<file path="src/rtl/z80_bus_bridge_fifo_if.sv">
// Z80 bus / GPU RAM signal bundle for the Z80-to-GPU-RAM bridge.
// gpu_rd_req is a one-clock request; the mux answers with a one-clock gpu_rd_rdy while gpu_rData is valid.
interface z80_bus_bridge_fifo_if #(
  parameter int GPU_ADDR_W  = 20,
  parameter int WFIFO_DEPTH = 4
);
  localparam int LW = $clog2(WFIFO_DEPTH) + 1;

  logic                  Z80_CLK;
  logic                  Z80_M1n;
  logic                  Z80_MREQn;
  logic                  Z80_WRn;
  logic                  Z80_RDn;
  logic [21:0]           Z80_addr;
  logic [7:0]            Z80_wData;
  logic [7:0]            gpu_rData;
  logic                  gpu_rd_rdy;
  logic                  Z80_245data_dir;
  logic                  Z80_245_oe;
  logic [7:0]            Z80_rData;
  logic                  Z80_rData_ena;
  logic                  Z80_WAITn;
  logic                  gpu_wr_ena;
  logic                  gpu_rd_req;
  logic [GPU_ADDR_W-1:0] gpu_addr;
  logic [7:0]            gpu_wdata;
  logic [LW-1:0]         wfifo_level;
  logic                  wr_overflow;
  logic                  rd_timeout;
  logic [2:0]            dbg_state;
  logic                  dbg_z80_clk_rise;

  modport slave (
    input  Z80_CLK, Z80_M1n, Z80_MREQn, Z80_WRn, Z80_RDn, Z80_addr, Z80_wData,
    input  gpu_rData, gpu_rd_rdy,
    output Z80_245data_dir, Z80_245_oe, Z80_rData, Z80_rData_ena, Z80_WAITn,
    output gpu_wr_ena, gpu_rd_req, gpu_addr, gpu_wdata,
    output wfifo_level, wr_overflow, rd_timeout, dbg_state, dbg_z80_clk_rise
  );

  modport master (
    output Z80_CLK, Z80_M1n, Z80_MREQn, Z80_WRn, Z80_RDn, Z80_addr, Z80_wData,
    output gpu_rData, gpu_rd_rdy,
    input  Z80_245data_dir, Z80_245_oe, Z80_rData, Z80_rData_ena, Z80_WAITn,
    input  gpu_wr_ena, gpu_rd_req, gpu_addr, gpu_wdata,
    input  wfifo_level, wr_overflow, rd_timeout, dbg_state, dbg_z80_clk_rise
  );
endinterface

</file>
<file path="src/rtl/z80_bus_bridge_fifo.sv">
// Z80-to-GPU-RAM bridge: synchronised Z80 decode, posted write FIFO draining one entry per clock,
// and a read FSM that flushes the FIFO before a req/rdy handshake with WAIT insertion and timeout.
module z80_bus_bridge_fifo #(
  parameter logic [2:0] MEMORY_RANGE = 3'b011,
  parameter int GPU_ADDR_W   = 20,
  parameter int SYNC_STAGES  = 2,
  parameter int DELAY_CYCLES = 2,
  parameter int WFIFO_DEPTH  = 4,
  parameter int RD_TIMEOUT   = 255,
  parameter int WAIT_ENABLE  = 1
) (
  input logic GPU_CLK,
  input logic reset,
  z80_bus_bridge_fifo_if.slave bus
);
  localparam int AW = $clog2(WFIFO_DEPTH);
  localparam int LW = AW + 1;
  localparam logic [7:0]    TO_LIM   = 8'(RD_TIMEOUT);
  localparam logic [7:0]    DLY      = 8'(DELAY_CYCLES);
  localparam logic [LW-1:0] FULL_LVL = LW'(WFIFO_DEPTH);

  typedef enum logic [2:0] {
    IDLE     = 3'd0,
    RD_DRAIN = 3'd1,
    RD_REQ   = 3'd2,
    RD_WAIT  = 3'd3,
    RD_HOLD  = 3'd4
  } state_t;

  // Reset asserts asynchronously and releases on a clock edge.
  logic [1:0] rst_pipe;
  logic       rst_n;
  always_ff @(posedge GPU_CLK or negedge reset) begin
    if (!reset) rst_pipe <= 2'b00;
    else        rst_pipe <= {rst_pipe[0], 1'b1};
  end
  assign rst_n = rst_pipe[1];

  logic [SYNC_STAGES-1:0] mreq_sr, m1_sr, wr_sr, rd_sr, zclk_sr;
  logic wr_q, rd_q, zclk_q;
  always_ff @(posedge GPU_CLK or negedge rst_n) begin
    if (!rst_n) begin
      mreq_sr <= '1;
      m1_sr   <= '1;
      wr_sr   <= '1;
      rd_sr   <= '1;
      zclk_sr <= '0;
      wr_q    <= 1'b1;
      rd_q    <= 1'b1;
      zclk_q  <= 1'b0;
    end else begin
      mreq_sr <= {mreq_sr[SYNC_STAGES-2:0], bus.Z80_MREQn};
      m1_sr   <= {m1_sr[SYNC_STAGES-2:0],   bus.Z80_M1n};
      wr_sr   <= {wr_sr[SYNC_STAGES-2:0],   bus.Z80_WRn};
      rd_sr   <= {rd_sr[SYNC_STAGES-2:0],   bus.Z80_RDn};
      zclk_sr <= {zclk_sr[SYNC_STAGES-2:0], bus.Z80_CLK};
      wr_q    <= wr_sr[SYNC_STAGES-1];
      rd_q    <= rd_sr[SYNC_STAGES-1];
      zclk_q  <= zclk_sr[SYNC_STAGES-1];
    end
  end

  logic mreq_s, m1_s, wr_s, rd_s, zclk_s;
  assign mreq_s = mreq_sr[SYNC_STAGES-1];
  assign m1_s   = m1_sr[SYNC_STAGES-1];
  assign wr_s   = wr_sr[SYNC_STAGES-1];
  assign rd_s   = rd_sr[SYNC_STAGES-1];
  assign zclk_s = zclk_sr[SYNC_STAGES-1];

  logic hit, wr_fall, rd_fall, rd_rise;
  assign hit     = (bus.Z80_addr[21:19] == MEMORY_RANGE) & ~mreq_s & m1_s;
  assign wr_fall = wr_q & ~wr_s;
  assign rd_fall = rd_q & ~rd_s;
  assign rd_rise = ~rd_q & rd_s;
  assign bus.dbg_z80_clk_rise = ~zclk_q & zclk_s;

  state_t state;
  logic [AW-1:0] wr_ptr, rd_ptr;
  logic [LW-1:0] level;
  logic [26:0]   mem [WFIFO_DEPTH];
  logic          fifo_empty, fifo_full;
  assign fifo_empty = (level == '0);
  assign fifo_full  = (level == FULL_LVL);

  // The edge clock counts as the first delay clock, so the bus is sampled DELAY_CYCLES clocks after the synced edge.
  logic       wr_pend, wr_trig, wr_go, wr_push, push_ok, pop;
  logic [7:0] wr_cnt, wr_elapsed;
  assign wr_trig    = wr_fall & hit & ~wr_pend;
  assign wr_go      = wr_trig | wr_pend;
  assign wr_elapsed = wr_pend ? wr_cnt + 8'd1 : 8'd1;
  assign wr_push    = wr_go & (wr_elapsed >= DLY);
  assign push_ok    = wr_push & ~fifo_full;
  assign pop        = ~fifo_empty & (state != RD_REQ) & (state != RD_WAIT);

  logic       rd_pend, rd_trig, rd_go, rd_latch, rd_abort, issue_req;
  logic [7:0] rd_cnt, rd_elapsed;
  logic [18:0] rd_addr;
  assign rd_trig    = rd_fall & hit & (state == IDLE) & ~rd_pend;
  assign rd_go      = rd_trig | rd_pend;
  assign rd_elapsed = rd_pend ? rd_cnt + 8'd1 : 8'd1;
  assign rd_latch   = rd_go & (rd_elapsed >= DLY);
  assign rd_abort   = rd_rise & ((state != IDLE) | rd_pend);
  assign issue_req  = (state == RD_DRAIN) & fifo_empty & ~rd_abort;

  always_ff @(posedge GPU_CLK) begin
    if (push_ok) mem[wr_ptr] <= {bus.Z80_addr[18:0], bus.Z80_wData};
  end

  logic                  wr_overflow_q, gpu_wr_ena_q, gpu_rd_req_q;
  logic [GPU_ADDR_W-1:0] gpu_addr_q;
  logic [7:0]            gpu_wdata_q;
  always_ff @(posedge GPU_CLK or negedge rst_n) begin
    if (!rst_n) begin
      wr_pend       <= 1'b0;
      wr_cnt        <= 8'd0;
      wr_ptr        <= '0;
      rd_ptr        <= '0;
      level         <= '0;
      wr_overflow_q <= 1'b0;
      gpu_wr_ena_q  <= 1'b0;
      gpu_rd_req_q  <= 1'b0;
      gpu_addr_q    <= '0;
      gpu_wdata_q   <= 8'd0;
    end else begin
      if (wr_push) begin
        wr_pend <= 1'b0;
      end else if (wr_go) begin
        wr_pend <= 1'b1;
        wr_cnt  <= wr_elapsed;
      end
      if (push_ok)            wr_ptr        <= wr_ptr + 1'b1;
      if (wr_push & fifo_full) wr_overflow_q <= 1'b1;
      if (pop)                rd_ptr        <= rd_ptr + 1'b1;
      level        <= level + LW'(push_ok) - LW'(pop);
      gpu_wr_ena_q <= pop;
      gpu_rd_req_q <= issue_req;
      if (pop) begin
        gpu_addr_q  <= GPU_ADDR_W'(mem[rd_ptr][26:8]);
        gpu_wdata_q <= mem[rd_ptr][7:0];
      end else if (issue_req) begin
        gpu_addr_q  <= GPU_ADDR_W'(rd_addr);
      end
    end
  end

  logic [7:0] timer, rdata_q;
  logic       rdata_ena_q, waitn_q, rd_active, rd_timeout_q;
  always_ff @(posedge GPU_CLK or negedge rst_n) begin
    if (!rst_n) begin
      state        <= IDLE;
      rd_pend      <= 1'b0;
      rd_cnt       <= 8'd0;
      rd_addr      <= '0;
      timer        <= 8'd0;
      rdata_q      <= 8'd0;
      rdata_ena_q  <= 1'b0;
      waitn_q      <= 1'b1;
      rd_active    <= 1'b0;
      rd_timeout_q <= 1'b0;
    end else if (rd_abort) begin
      // RD_HOLD's normal exit and a premature RDn release both land here.
      state       <= IDLE;
      rd_pend     <= 1'b0;
      rd_active   <= 1'b0;
      rdata_ena_q <= 1'b0;
      waitn_q     <= 1'b1;
    end else begin
      case (state)
        IDLE: begin
          if (rd_trig) begin
            rd_active <= 1'b1;
            waitn_q   <= (WAIT_ENABLE == 0);
          end
          if (rd_latch) begin
            rd_pend <= 1'b0;
            rd_addr <= bus.Z80_addr[18:0];
            state   <= RD_DRAIN;
          end else if (rd_go) begin
            rd_pend <= 1'b1;
            rd_cnt  <= rd_elapsed;
          end
        end
        RD_DRAIN: if (fifo_empty) state <= RD_REQ;
        RD_REQ: begin
          timer <= 8'd0;
          state <= RD_WAIT;
        end
        RD_WAIT: begin
          if (bus.gpu_rd_rdy) begin
            rdata_q     <= bus.gpu_rData;
            rdata_ena_q <= 1'b1;
            waitn_q     <= 1'b1;
            state       <= RD_HOLD;
          end else if (timer == TO_LIM) begin
            rdata_q      <= 8'hFF;
            rd_timeout_q <= 1'b1;
            rdata_ena_q  <= 1'b1;
            waitn_q      <= 1'b1;
            state        <= RD_HOLD;
          end else begin
            timer <= timer + 8'd1;
          end
        end
        RD_HOLD: state <= RD_HOLD;
        default: state <= IDLE;
      endcase
    end
  end

  assign bus.Z80_245data_dir = ~rd_active;
  assign bus.Z80_245_oe      = rd_active | wr_pend;
  assign bus.Z80_rData       = rdata_q;
  assign bus.Z80_rData_ena   = rdata_ena_q;
  assign bus.Z80_WAITn       = waitn_q;
  assign bus.gpu_wr_ena      = gpu_wr_ena_q;
  assign bus.gpu_rd_req      = gpu_rd_req_q;
  assign bus.gpu_addr        = gpu_addr_q;
  assign bus.gpu_wdata       = gpu_wdata_q;
  assign bus.wfifo_level     = level;
  assign bus.wr_overflow     = wr_overflow_q;
  assign bus.rd_timeout      = rd_timeout_q;
  assign bus.dbg_state       = state;
endmodule

</file>
<file path="src/flat_wrapper.sv">
// flat-port wrapper written by rule: the top's interface ports become plain ports
module z80_bus_bridge_fifo_flat 
#(
  parameter logic [2:0] MEMORY_RANGE = 3'b011,
  parameter int GPU_ADDR_W   = 20,
  parameter int SYNC_STAGES  = 2,
  parameter int DELAY_CYCLES = 2,
  parameter int WFIFO_DEPTH  = 4,
  parameter int RD_TIMEOUT   = 255,
  parameter int WAIT_ENABLE  = 1
)
  (GPU_CLK, reset, bus_Z80_CLK, bus_Z80_M1n, bus_Z80_MREQn, bus_Z80_WRn, bus_Z80_RDn, bus_Z80_addr, bus_Z80_wData, bus_gpu_rData, bus_gpu_rd_rdy, bus_Z80_245data_dir, bus_Z80_245_oe, bus_Z80_rData, bus_Z80_rData_ena, bus_Z80_WAITn, bus_gpu_wr_ena, bus_gpu_rd_req, bus_gpu_addr, bus_gpu_wdata, bus_wfifo_level, bus_wr_overflow, bus_rd_timeout, bus_dbg_state, bus_dbg_z80_clk_rise);
  z80_bus_bridge_fifo_if #(.GPU_ADDR_W(GPU_ADDR_W), .WFIFO_DEPTH(WFIFO_DEPTH)) bus_i ();
  input logic GPU_CLK;
  input logic reset;
  input wire logic [$bits(bus_i.Z80_CLK)-1:0] bus_Z80_CLK;
  input wire logic [$bits(bus_i.Z80_M1n)-1:0] bus_Z80_M1n;
  input wire logic [$bits(bus_i.Z80_MREQn)-1:0] bus_Z80_MREQn;
  input wire logic [$bits(bus_i.Z80_WRn)-1:0] bus_Z80_WRn;
  input wire logic [$bits(bus_i.Z80_RDn)-1:0] bus_Z80_RDn;
  input wire logic [$bits(bus_i.Z80_addr)-1:0] bus_Z80_addr;
  input wire logic [$bits(bus_i.Z80_wData)-1:0] bus_Z80_wData;
  input wire logic [$bits(bus_i.gpu_rData)-1:0] bus_gpu_rData;
  input wire logic [$bits(bus_i.gpu_rd_rdy)-1:0] bus_gpu_rd_rdy;
  output wire logic [$bits(bus_i.Z80_245data_dir)-1:0] bus_Z80_245data_dir;
  output wire logic [$bits(bus_i.Z80_245_oe)-1:0] bus_Z80_245_oe;
  output wire logic [$bits(bus_i.Z80_rData)-1:0] bus_Z80_rData;
  output wire logic [$bits(bus_i.Z80_rData_ena)-1:0] bus_Z80_rData_ena;
  output wire logic [$bits(bus_i.Z80_WAITn)-1:0] bus_Z80_WAITn;
  output wire logic [$bits(bus_i.gpu_wr_ena)-1:0] bus_gpu_wr_ena;
  output wire logic [$bits(bus_i.gpu_rd_req)-1:0] bus_gpu_rd_req;
  output wire logic [$bits(bus_i.gpu_addr)-1:0] bus_gpu_addr;
  output wire logic [$bits(bus_i.gpu_wdata)-1:0] bus_gpu_wdata;
  output wire logic [$bits(bus_i.wfifo_level)-1:0] bus_wfifo_level;
  output wire logic [$bits(bus_i.wr_overflow)-1:0] bus_wr_overflow;
  output wire logic [$bits(bus_i.rd_timeout)-1:0] bus_rd_timeout;
  output wire logic [$bits(bus_i.dbg_state)-1:0] bus_dbg_state;
  output wire logic [$bits(bus_i.dbg_z80_clk_rise)-1:0] bus_dbg_z80_clk_rise;
  assign bus_i.Z80_CLK = bus_Z80_CLK;
  assign bus_i.Z80_M1n = bus_Z80_M1n;
  assign bus_i.Z80_MREQn = bus_Z80_MREQn;
  assign bus_i.Z80_WRn = bus_Z80_WRn;
  assign bus_i.Z80_RDn = bus_Z80_RDn;
  assign bus_i.Z80_addr = bus_Z80_addr;
  assign bus_i.Z80_wData = bus_Z80_wData;
  assign bus_i.gpu_rData = bus_gpu_rData;
  assign bus_i.gpu_rd_rdy = bus_gpu_rd_rdy;
  assign bus_Z80_245data_dir = bus_i.Z80_245data_dir;
  assign bus_Z80_245_oe = bus_i.Z80_245_oe;
  assign bus_Z80_rData = bus_i.Z80_rData;
  assign bus_Z80_rData_ena = bus_i.Z80_rData_ena;
  assign bus_Z80_WAITn = bus_i.Z80_WAITn;
  assign bus_gpu_wr_ena = bus_i.gpu_wr_ena;
  assign bus_gpu_rd_req = bus_i.gpu_rd_req;
  assign bus_gpu_addr = bus_i.gpu_addr;
  assign bus_gpu_wdata = bus_i.gpu_wdata;
  assign bus_wfifo_level = bus_i.wfifo_level;
  assign bus_wr_overflow = bus_i.wr_overflow;
  assign bus_rd_timeout = bus_i.rd_timeout;
  assign bus_dbg_state = bus_i.dbg_state;
  assign bus_dbg_z80_clk_rise = bus_i.dbg_z80_clk_rise;
  z80_bus_bridge_fifo #(.MEMORY_RANGE(MEMORY_RANGE), .GPU_ADDR_W(GPU_ADDR_W), .SYNC_STAGES(SYNC_STAGES), .DELAY_CYCLES(DELAY_CYCLES), .WFIFO_DEPTH(WFIFO_DEPTH), .RD_TIMEOUT(RD_TIMEOUT), .WAIT_ENABLE(WAIT_ENABLE)) u_core (.GPU_CLK(GPU_CLK), .reset(reset), .bus(bus_i));
endmodule
</file>
<file path="config.mk">
export PLATFORM = sky130hd
export DESIGN_NAME = z80_bus_bridge_fifo_flat
export DESIGN_NICKNAME = d
export VERILOG_FILES = /design/src/rtl/z80_bus_bridge_fifo_if.sv /design/src/rtl/z80_bus_bridge_fifo.sv /design/src/flat_wrapper.sv
export SDC_FILE = /design/constraint.sdc
export NUM_CORES = 1
export LEC_CHECK = 0
export ABC_AREA = 1
export CORE_MARGIN = 3
export CORE_UTILIZATION = 55
export DETAILED_ROUTE_END_ITERATION = 8
export PLACE_DENSITY = 0.78
export SLEW_MARGIN = 20
export SYNTH_ARGS = -nofsm -noshare
export SYNTH_HDL_FRONTEND = slang
export SYNTH_SLANG_ARGS = --single-unit
</file>
<file path="constraint.sdc">
create_clock -name GPU_CLK -period 5.1 [get_ports GPU_CLK]
set_clock_uncertainty 0.15 [all_clocks]
set_input_delay 0.765 -clock GPU_CLK [delete_from_list [all_inputs] [get_ports GPU_CLK]]
set_output_delay 0.765 -clock GPU_CLK [all_outputs]
set_load 0.01 [all_outputs]
</file>
== Word-level counts from Yosys, hierarchy flattened ==
Memory sizes are Yosys's and may differ from the RTL's.
Cells that the tools add are included.

* Flip-flop bits (word level): 113
* Input port bits: 46
* Bits in writable memories: 108
* Memories kept: 1
* Word-level logic and storage cells: 149
* Output and inout port bits: 51

{| class="wikitable"
|+ Memory list
! memory !! depth !! bits a word !! read ports !! clocked after Yosys merged registers in !! write ports !! line !! text
|-
| u_core.mem || 4 || 27 || 1 || 0 || 1 || z80_bus_bridge_fifo.sv:80 || <nowiki>logic [26:0] mem [WFIFO_DEPTH];</nowiki>
|}

* Bitwise operators: 38
* Add/sub/neg operators: 7
* Reductions and logical operators: 24
* Multiplexer cells: 33
* Equal/unequal tests: 15
* $lt $le $gt $ge: 2

{| class="wikitable"
|+ Operators with widths
! kind !! count
|-
| $mux W8 || 6
|-
| $mux W20 || 2
|-
| $add A8 B1 Y8 const B || 3
|-
| $and A1 B1 Y1 || 20
|-
| $mux W1 || 17
|-
| $ge A8 B2 Y1 const B || 2
|-
| $pmux W8 S2 || 1
|-
| $mux W3 || 5
|-
| $pmux W3 S5 || 1
|-
| $not A1 Y1 || 14
|-
| $reduce_bool A2 Y1 || 7
|-
| $reduce_and A3 Y1 || 4
|-
| $reduce_and A4 Y1 || 3
|-
| $reduce_bool A3 Y1 || 4
|-
| $eq A3 B2 Y1 const B || 3
|-
| $ne A3 B1 Y1 const B || 3
|-
| $eq A8 B8 Y1 const B || 1
|-
| $reduce_and A2 Y1 || 4
|-
| $eq A3 B3 Y1 const B || 2
|-
| $logic_not A3 Y1 || 2
|-
| $ne A3 B2 Y1 const B || 2
|-
| $add A2 B1 Y2 const B || 2
|-
| $ne A2 B2 Y1 const B || 2
|-
| $ne A4 B2 Y1 const B || 1
|-
| other kinds (5) || 8
|}

== Depth between registers and ports, before layout ==
* Depth after elaboration: 11
* Depth in mapped cells: 13

== Worst setup path before layout ==
No wires, ideal clock.

* Path kind: flip-flop to flip-flop
* Start: reg u_core.wr_cnt[0]
* End: mem u_core.mem[0][0], enable pin
* Slack: 2.146 ns
* Cell stages (with the launch flop): 11
* Clock period less this slack: 2.954 ns
* Arrival: 2.393 ns
* Path through: dfrtp_1 > ha_1 > nand2_1 > inv_1 > nor2_1 > o21ai_0 > nand2_1 > nor2_1 > nand4_1 > nand2_1 > nor2_1

* Word-level cells in the longest chain between the ends: 7

{| class="wikitable"
|+ Ends and longest elaborated chain
! element !! line !! text
|-
| start: declaration || z80_bus_bridge_fifo.sv:87 || <nowiki>logic [7:0] wr_cnt, wr_elapsed;</nowiki>
|-
| start signal: assignment || z80_bus_bridge_fifo.sv:129 || <nowiki>wr_cnt <= wr_elapsed;</nowiki>
|-
| $add A8 B1 Y8 || z80_bus_bridge_fifo.sv:90 || <nowiki>assign wr_elapsed = wr_pend ? wr_cnt + 8'd1 : 8'd1;</nowiki>
|-
| $mux W8 || z80_bus_bridge_fifo.sv:90 ||
|-
| $ge A8 B2 Y1 || z80_bus_bridge_fifo.sv:91 || <nowiki>assign wr_push = wr_go & (wr_elapsed >= DLY);</nowiki>
|-
| $and A1 B1 Y1 || z80_bus_bridge_fifo.sv:91 ||
|-
| $and A1 B1 Y1 || z80_bus_bridge_fifo.sv:92 || <nowiki>assign push_ok = wr_push & ~fifo_full;</nowiki>
|-
| $mux W1 || z80_bus_bridge_fifo.sv:106 || <nowiki>if (push_ok) mem[wr_ptr] <= {bus.Z80_addr[18:0], bus.Z80_wData};</nowiki>
|-
| $mux W1 (implied by the code) || z80_bus_bridge_fifo.sv:106 ||
|-
| end: declaration || z80_bus_bridge_fifo.sv:80 ||
|}

Every way passes these cells.

== Worst setup path in the final report ==
* Start: reg u_core.state[0], in the netlist u_core.bus.dbg_state[0]
* End: reg u_core.rd_addr[18]

* Word-level cells in the longest chain between the ends: 6
* Elaborated cells between the ends (all ways): 10
* Those cells by class: bitwise (7); reduce/logical (3)

{| class="wikitable"
|+ Ends and longest elaborated chain
! element !! line !! text
|-
| start: declaration || z80_bus_bridge_fifo.sv:77 || <nowiki>state_t state;</nowiki>
|-
| start signal: assignment || z80_bus_bridge_fifo.sv:150 || <nowiki>state <= IDLE;</nowiki>
|-
| start signal: assignment || z80_bus_bridge_fifo.sv:162 || <nowiki>state <= IDLE;</nowiki>
|-
| start signal: assignment || z80_bus_bridge_fifo.sv:177 || <nowiki>state <= RD_DRAIN;</nowiki>
|-
| $logic_not A3 Y1 || z80_bus_bridge_fifo.sv:98, z80_bus_bridge_fifo.sv:168 ||
|-
| $and A1 B1 Y1 (2 in series) || z80_bus_bridge_fifo.sv:98 || <nowiki>assign rd_trig = rd_fall & hit & (state == IDLE) & ~rd_pend;</nowiki>
|-
| $or A1 B1 Y1 || z80_bus_bridge_fifo.sv:99 || <nowiki>assign rd_go = rd_trig | rd_pend;</nowiki>
|-
| $and A1 B1 Y1 || z80_bus_bridge_fifo.sv:101 || <nowiki>assign rd_latch = rd_go & (rd_elapsed >= DLY);</nowiki>
|-
| $reduce_and A3 Y1 (no line) (*) || n/a ||
|-
| end signal: assignment || z80_bus_bridge_fifo.sv:176 || <nowiki>rd_addr <= bus.Z80_addr[18:0];</nowiki>
|-
| end: declaration || z80_bus_bridge_fifo.sv:97 || <nowiki>logic [18:0] rd_addr;</nowiki>
|}

Mark *: on every way between the ends. The rest lies on a longest branch, timed or not.
A chain may end at the register's enable or synchronous reset.

==> metrics.yaml <==
synth_xor_area_share_pct: 0.674
grt_pass1_wl_um: 30200
ant_nets: 0
met3_usage_pct: 3.32
chipHeight_um: 135
gp_congestion: 0.868
netlist_instances: 868
synth-main-ff-cell: "edfxtp_1"
grt_overflow_total: 0
swShare_pct: 34.5
crit_path_top_delay_cell: "nor2_2"
first_pass_iters: 4
synth_seq_area_share_pct: 66.6
drv_cap: 0
hold_viol: 0
cts.sinks: 220
cts_tree: "done"
dpl_cell_area_um2: 10200
yosys.area_share.simple_pct: 16.8
p_per_area_nw_per_um2: 561
finalCritPeriodShare_pct: 57.6
viasPerCell: 5.36
cp_common_cell: "nand2_1"
finalCriticalPeriod_ns: 2.94
path_class: "reg -> reg"
layout-drive-gt1-share_pct: 7.89
cts.root.buffer_cell: "clkbuf_16"
min_to: "u_core.rd_sr[1]"
setup_viol: 0
startpoint_type: "register"
dp_slack_ns: 2.22
synth.area.mux_share_pct: 0
power.leakage_uw: 0.00461
area_growth_pct: 20.6
cp-end-kind: "register"
hold_buffers: 0
wl_per_cell_um: 15.6
maxSlewViolCount: 0
cts_resized: 0
fin_util_pct: 68.3
grt_antenna_before_repair: 0
seqCellArea_um2: 6060
fin_area_um2: 11000
grt_pass1_vias: 6088
cts_max_path_buffers: 3
insertion_delay_ns: 0.51
worst_pin_slew_ns: 1.05
die_x_um: 135
final.setup.worst_slack_ns: 2.16
synth_cell_type_count: 43
irDropWorstVdd_mv: 0.319
drt-initial-drc-count: 425
syn_area_per_cell_um2: 10.5
p_seq_share_pct: 40.6
rrSetupSlack_ns: 2.16
cp_max_fo: 22
clkTransAtPathRegs_ns: 0.06
coreArea_um2: 16100
io_pins: 97
synth_compound_area_share_pct: 9.43
synth_area_um2: 9100
dieArea_um2: 18100
r2r_start: "u_core.bus.dbg_state[0]"
p_int_uw: 4030
multiInputGateArea_um2: 2610
grt_usage_pct: 20.7
dp_hpwl_um: 11300
path_cells: "inv_2 > nand3_4 > o21ai_4 > inv_4 > nor2_2 > nand2_2 > nand2_1 > nand2_1"
grt-busiest-layer: "met2"
synthArstFlopShare_pct: 50.9
use_met1_pct: 28.7
grt_util_met2_pct: 34.1
final_common_cell: "nor2_1"
num_vias: 6394
drc_errors: 0
min_path_cells: 0
std_cell_rows: 46
max_freq_mhz: 341
ctsHtreeMaxLevel: 1
grt_setup_unrepaired: "false"
p_sw_uw: 2130
pwr-share-comb_pct: 33.7
hp-class: "reg -> reg"
synth_top_family_by_area: "simple AND/OR/NAND/NOR gates"
crit_path_max_incr_delay_ns: 0.80
reg2reg_to: "u_core.rd_addr[18]"
ys_seq_elements: 220
finalSetupTns_ns: 0
synth_edf_count: 108
clkPwrFrac_pct: 25.7
antennaDiodeCount: 0
syn_nets: 924
start_util_pct: 56.7
synthAdderAreaFrac_pct: 1.46
ys.warnings.count: 0
status: "finished, final reports clean"
wl_um: 18600
reg2reg_depth: 8
cts_inserted_buffers: 22
crit_arrival_ns: 3.18
port-buffer-count: 95
final_cell_mix: "157 x nor2_1, 131 x nand2_1, 108 x edfxtp_1"
num-nets-final: 1016
grt_start_max_net_pins: 69
relSlewSlack_pct: 30.1
cts_setup_buffers: 0
min-delay-start: "u_core.rd_sr[0]"
nFillCells: 1159
cp.required_ns: 5.34
power groups by stage:
stage	Clock [uW]	Sequential [uW]	Combinational [uW]
after global routing	1680	2540	2350
after floorplan	0	2530	1300
after global placement	0	2520	2010
after CTS	1610	2500	2100
final	1590	2500	2070
after detailed placement	0	2530	2090
registers in the layout (all words and copies together) (netlist names), 2 cells and up:
register,flops
u_core.bus.Z80_rData,8
u_core.bus.dbg_state,3
u_core.bus.gpu_addr,19
u_core.bus.gpu_wdata,8
u_core.bus.wfifo_level,3
u_core.m1_sr,2
u_core.mem,108
u_core.mreq_sr,2
u_core.rd_addr,19
u_core.rd_cnt,8
u_core.rd_ptr,2
u_core.rd_sr,2
u_core.rst_pipe,2
u_core.timer,8
u_core.wr_cnt,8
u_core.wr_ptr,2
u_core.wr_sr,2
u_core.zclk_sr,2
cells by family after synthesis:
family          count (synthesis)
compound gates                151
buf+inv                       111
fa+ha+maj                      10
other cells                     2
flops                         220
simple gates                  367
xor+xnor                        7
Yosys cell counts (all sizes together) (19+ instances only):
library cell | n | area, um2
dfrtp | 101 | 2530
edfxtp | 108 | 3240
nand2 | 132 | 498
o211ai | 19 | 143
a21oi | 24 | 124
nand3 | 48 | 263
o21ai | 90 | 465
nor2 | 166 | 638
inv | 75 | 284
buf | 23 | 121
critical path: cells and delay by family (launching register included):
| kind | cells | cell delay [ns] |
|---|---|---|
| AND/OR/NAND/NOR | 5 | 1.69 |
| buffers and inverters | 2 | 0.23 |
| AO/OA/AOI/OAI | 1 | 0.31 |
| flip-flops | 1 | 0.44 |
metal layers:
| layer | vias up | part of all wire (%) |
|---|---|---|
| li1 | 3096 | - |
| met1 | 3090 | 43 |
| met2 | 179 | 49 |
| met3 | 29 | 5.4 |
| met4 | 0 | 2.2 |
| met5 | - | 0 |
area by class of cell:
| class | count | share of cell area (%) |
|---|---|---|
| sequential | 220 | 55.3 |
| timing repair buffer | 102 | 9.14 |
| inverter | 77 | 2.66 |
| tap | 216 | 2.46 |
| clock inverter | 3 | 0.239 |
| clock buffer | 37 | 6.45 |
| multi-input combinational | 537 | 23.8 |
worst max path at each step:
| stage | start | end | slack (ns) |
|---|---|---|---|
| 2_1_floorplan | u_core.rst_pipe[1] | u_core.bus.Z80_rData[0] | 1.62 |
| 3_3_place_gp | u_core.bus.wfifo_level[1] | u_core.bus.gpu_addr[17] | 2.28 |
| 3_5_place_dp | u_core.bus.dbg_state[0] | u_core.rd_addr[18] | 2.22 |
| 4_1_cts | u_core.bus.dbg_state[0] | u_core.rd_addr[18] | 2.20 |
| 5_1_grt | u_core.rd_cnt[0] | u_core.rd_addr[0] | 1.97 |
| 6_report | u_core.bus.dbg_state[0] | u_core.rd_addr[18] | 2.16 |
through the flow:
stage / total power, uW / hold WS (ns) / std cells
finish: 6160 / 0.203 / 1192
global route: 6580 / 0.210 / 1192
CTS: 6210 / 0.205 / 1192
detailed placement: 4620 / 0.189 / 1152
global placement: 4540 / 0.182 / 1152
floorplan: 3830 / 0.181 / 868
Note: power is estimated with default switching activity, not from simulation.
